[src/rtl/fir_rns_channel.sv]
// One residue channel of the RNS FIR: y[n] = (sum_k c[k]*x[n-k]) mod MOD.
// Three-stage valid/ready pipeline with run-time coefficient load and flush.
//
// Ports:
//   clk        rising-edge clock
//   reset      synchronous active-low reset
//   flush      synchronous clear of delay line and pipeline (coefs kept)
//   in_valid   input sample valid
//   in_ready   block can accept a sample (combinational)
//   in_data    input residue, reduced mod MOD on entry
//   out_valid  output sample valid
//   out_ready  downstream accepts the output
//   out_data   filtered residue, 0..MOD-1
//   coef_we    coefficient write strobe
//   coef_addr  tap index k; indices >= TAPS are ignored
//   coef_data  coefficient value, reduced mod MOD on write
module fir_rns_channel #(
    parameter int W    = 8,
    parameter int TAPS = 6,
    parameter int MOD  = 251
) (
    input  logic                    clk,
    input  logic                    reset,
    input  logic                    flush,
    input  logic                    in_valid,
    output logic                    in_ready,
    input  logic [W-1:0]            in_data,
    output logic                    out_valid,
    input  logic                    out_ready,
    output logic [W-1:0]            out_data,
    input  logic                    coef_we,
    input  logic [$clog2(TAPS)-1:0] coef_addr,
    input  logic [W-1:0]            coef_data
);

    localparam int PW = 2 * W;
    localparam int SW = W + $clog2(TAPS);
    localparam logic [PW-1:0] MOD_P = PW'(MOD);
    localparam logic [SW-1:0] MOD_S = SW'(MOD);

    logic [W-1:0]  tap      [TAPS];
    logic [W-1:0]  coef     [TAPS];
    logic [W-1:0]  prod     [TAPS];
    logic [W-1:0]  prod_mod [TAPS];
    logic          v1;
    logic          v2;
    logic          stall;
    logic          accept;
    logic [W-1:0]  din_mod;
    logic [W-1:0]  coef_mod;
    logic [SW-1:0] acc_sum;
    logic [W-1:0]  sum_mod;

    assign stall    = out_valid & ~out_ready;
    assign in_ready = ~stall & ~flush;
    assign accept   = in_valid & in_ready;

    assign din_mod  = W'(PW'(in_data) % MOD_P);
    assign coef_mod = W'(PW'(coef_data) % MOD_P);

    // S2 input: per-tap modular products at full 2W width.
    always_comb begin
        for (int k = 0; k < TAPS; k++) begin
            prod_mod[k] = W'((PW'(coef[k]) * PW'(tap[k])) % MOD_P);
        end
    end

    // S3 input: SW bits hold TAPS residues without overflow.
    always_comb begin
        acc_sum = '0;
        for (int k = 0; k < TAPS; k++) begin
            acc_sum = acc_sum + SW'(prod[k]);
        end
        sum_mod = W'(acc_sum % MOD_S);
    end

    // Coefficients survive flush; writes land even while stalled.
    always_ff @(posedge clk) begin
        if (!reset) begin
            for (int k = 0; k < TAPS; k++) begin
                coef[k] <= W'(1);
            end
        end else if (coef_we && (int'(coef_addr) < TAPS)) begin
            coef[coef_addr] <= coef_mod;
        end
    end

    always_ff @(posedge clk) begin
        if (!reset) begin
            for (int k = 0; k < TAPS; k++) begin
                tap[k]  <= '0;
                prod[k] <= '0;
            end
            v1        <= 1'b0;
            v2        <= 1'b0;
            out_valid <= 1'b0;
            out_data  <= '0;
        end else if (flush) begin
            for (int k = 0; k < TAPS; k++) begin
                tap[k] <= '0;
            end
            v1        <= 1'b0;
            v2        <= 1'b0;
            out_valid <= 1'b0;
        end else if (!stall) begin
            // Delay line moves only on a real sample; bubbles leave it.
            if (accept) begin
                tap[0] <= din_mod;
                for (int k = 1; k < TAPS; k++) begin
                    tap[k] <= tap[k-1];
                end
            end
            v1 <= accept;
            for (int k = 0; k < TAPS; k++) begin
                prod[k] <= prod_mod[k];
            end
            v2        <= v1;
            out_valid <= v2;
            if (v2) begin
                out_data <= sum_mod;
            end
        end
    end

endmodule

[config.mk]
export PLATFORM = sky130hd
export DESIGN_NAME = fir_rns_channel
export DESIGN_NICKNAME = d
export VERILOG_FILES = /design/src/rtl/fir_rns_channel.sv
export SDC_FILE = /design/constraint.sdc
export NUM_CORES = 2
export LEC_CHECK = 0
export CORE_MARGIN = 2
export CORE_UTILIZATION = 50
export DETAILED_ROUTE_END_ITERATION = 12
export GPL_ROUTABILITY_DRIVEN = 0
export PLACE_DENSITY = 0.68
export SYNTH_ARGS = -nofsm -noshare
export SYNTH_HDL_FRONTEND = slang
export SYNTH_SLANG_ARGS = --single-unit
export TNS_END_PERCENT = 20
[constraint.sdc]
create_clock -name clk -period 28.5 [get_ports clk]
set_input_delay 5.7 -clock clk [delete_from_list [all_inputs] [get_ports clk]]
set_output_delay 5.7 -clock clk [all_outputs]
set_load 0.01 [all_outputs]
==> metrics.md <==
| Metric | Value |
|---|---|
| Postcts setup bufs | 0 |
| Max Cap Viol | 0 |
| Area of the multi-input gates | 31,300 sq um |
| Initial antenna violation count | 0 |
| CTS tree | yes |
| Total Wirelength | approximately 95,000 um |
| DIE HEIGHT | 279 um |
| CTS Root Cell | clkbuf_16 |
| Crit-path most repeated cell | a21oi_1 |
| Pin count of the biggest net entering global routing | 49 |
| Initial core utilization | 0.507 |
| Pre-antenna DRT Iters | 5 |
| Initial DRC count | 2,616 |
| Hold Slack | 0.456 ns |
| Clk sink count | 155 |
| # fillers | 7,097 |
| Fin. Hold Viols | 0 |
| Placed wire-length estimate | 76,300 um |
| Count of cell types in the netlist | 155 |
| Yosys warnings | 0 |
| Antenna Diode Count | 0 |
| Htree depth | 4 |
| Rel. slew slack | 0.219 |
| Avg Vias per Cell | 6.27 |
| Tightest Pin Transition | 1.16 ns |
| Class of the worst hold path | flop to flop |
| Setup crit end | prod[3][3] |
| Vias in the first global route | 32,567 |
| CTS Hold Bufs | 0 |
| Worst Setup SP | tap[3][3] |
| CP Max Fanout | 14 |
| DR WL/cell | 17.1 um |
| Setup TNS | 0 ns |
| Port bufs | 34 |
| # rows | 100 |
| RSZ-0062 raised after global routing | false |
| Worst path max stage delay | 0.80 ns |
| Area Growth Syn to Fin | 4.30% |
| Critical Path RT | 28.69 ns |
| Die Width | 279 um |
| Ys async rst share | 0 |
| Share of cells above drive strength 1 | 0.0694 |
| Post-synth EDFFs | 144 |
| Worst r2r src | tap[3][3] |
| Crit path DAT | 13.59 ns |
| Worst-skew pair later-pin latency | 0.47 ns |
| GRT Total Usage | 0.242 |
| Skew final | 0.0185 ns |
| Post-synthesis net count | around 5,200 |
| Total CTS buffers | 17 |
| Top FF cell, synth | edfxtp_1 |
| Slew Limit Fails | 0 |
| First-pass GRT wire length | 160,000 um |
| DR DRC count | 0 |
| Grt ovf | 0 |
| Final Util | 0.529 |
| CP max-delay cell | xnor2_1 |
| Ports | 35 |
| Worst setup EP type | flop |
| Nets | 5,094 |
| Mapped Area | 37,900 sq um |
| Final Cycle Share | 0.470 |
| Sequential area share after synthesis | 0.120 |
| Fmax | 74.6 MHz |
| Synth Instances | 4,649 |
| FF-to-FF End | prod[3][3] |
| Clock Tree Buf Depth | 2 |
| Detail Route Antenna Nets | 0 |
| R2R depth | 43 |
| Resize count post-CTS | 0 |
| Min Tclk post-route | 13.40 ns |
| Worst-path clk slew | about 0.08 ns |
| Vias | 34,876 |
| Avg Cell Area, Syn | 8.14 sq um |
| Most frequent cells in the layout | and2_1 (381), nand2_1 (379), inv_1 (378), nor2_1 (322), fa_1 (248) |
| R2R setup slack | 15.10 ns |
| Core ar. | 74,700 sq um |
| FF/Latch Area | ~4500 sq um |
| Die Area | 77,900 sq um |
| FF+latch count, synth | approximately 160 |
| Most common cell after layout, fill and taps aside | and2_1 |
| Crit start category | flop |
| Final setup viols | 0 |
| Crit Path Category | flop to flop |
| Status | complete, no violations |
==> through the flow <==
stage / setup WS [ns] / cells / cell area (sq um)
after floorplan: 16.58 / 4649 / 37900
after global placement: 15.34 / 5531 / 38900
after detailed placement: 15.31 / 5531 / 38900
after CTS: 15.27 / 5563 / 39500
after global routing: 14.01 / 5563 / 39500
final: 15.10 / 5563 / 39500
==> layout make-up <==
class                           instances  share of cell area
Clock buffer                           18              0.0109
Clock inverter                         14             0.00355
Inverter                              379              0.0360
Multi-Input combinational cell       3982               0.793
Sequential cell                       155               0.115
Tap cell                              969              0.0307
Timing Repair Buffer                   46              0.0109
==> worst max-delay path, delay by kind of cell, from the launching register on <==
| kind | cells | cell delay [ns] |
|---|---|---|
| fa+ha+maj | 7 | 3.01 |
| simple gates | 8 | 1.68 |
| xor+xnor | 3 | 1.31 |
| compound gates | 21 | 5.95 |
| mux | 1 | 0.30 |
| flops | 1 | 0.56 |
| buf+inv | 3 | 0.32 |
==> cell usage after synthesis (all sizes together), types with 32 or more instances <==
cell type | count | share of area
a2111oi | 39 | 0.013
a211o | 36 | 0.0084
a211oi | 94 | 0.021
a21o | 82 | 0.016
a21oi | 264 | 0.038
a31oi | 72 | 0.013
and2 | 385 | 0.064
and3 | 46 | 0.0076
buf | 48 | 0.0073
clkbuf | 85 | 0.0085
edfxtp | 144 | 0.11
fa | 248 | 0.13
ha | 240 | 0.079
inv | 378 | 0.037
mux2i | 63 | 0.017
nand2 | 381 | 0.038
nand2b | 32 | 0.0053
nand3 | 131 | 0.018
nand4 | 51 | 0.0086
nor2 | 328 | 0.033
nor3 | 139 | 0.020
nor4 | 51 | 0.011
o211ai | 69 | 0.014
o21a | 51 | 0.010
o21ai | 210 | 0.029
o31ai | 54 | 0.012
or2 | 55 | 0.0091
or3 | 55 | 0.0092
xnor2 | 163 | 0.040
xor2 | 65 | 0.016
==> sequential cells by signal, indices dropped and copies added, names as in the netlist <==
register and flops:
v1 1, coef 48, out_data 8, tap 48, prod 48, out_valid 1
v2 1
==> layer usage <==
layer / GRT usage / part of all wire / wire, um / vias to the layer above
li1: - / - / - / 17093
met4: 0.0481 / 0.015 / 1450 / 0
met3: 0.0228 / 0.044 / 4240 / 104
met5: 0 / 0 / 0 / -
met1: 0.336 / 0.47 / 44800 / 16805
met2: 0.410 / 0.47 / 44900 / 874
==> worst min-delay path by stage <==
| stage | from | to | slack [ns] | cells past startpoint |
|---|---|---|---|---|
| after floorplan | v1 | v2 | 0.46 | 2 |
| after global placement | out_data[3] | out_data[3] | 0.44 | 2 |
| after detailed placement | out_data[3] | out_data[3] | 0.45 | 2 |
| after CTS | out_data[3] | out_data[3] | 0.46 | 2 |
| after global routing | out_data[3] | out_data[3] | 0.48 | 2 |
| final | out_data[3] | out_data[3] | 0.46 | 2 |
==> logic make-up after synthesis <==
kind of cell	after synthesis	synth area share
AO/OA/AOI/OAI	1360	0.274
XOR/XNOR	228	0.0560
adder cells (fa/ha/maj)	501	0.214
buffers and inverters	512	0.0534
flip-flops	155	0.120
multiplexers	94	0.0265
AND/OR/NAND/NOR	1799	0.256
Power is not shown: default switching activity piles up to over one toggle a cycle in this logic, so the estimate is an artifact.
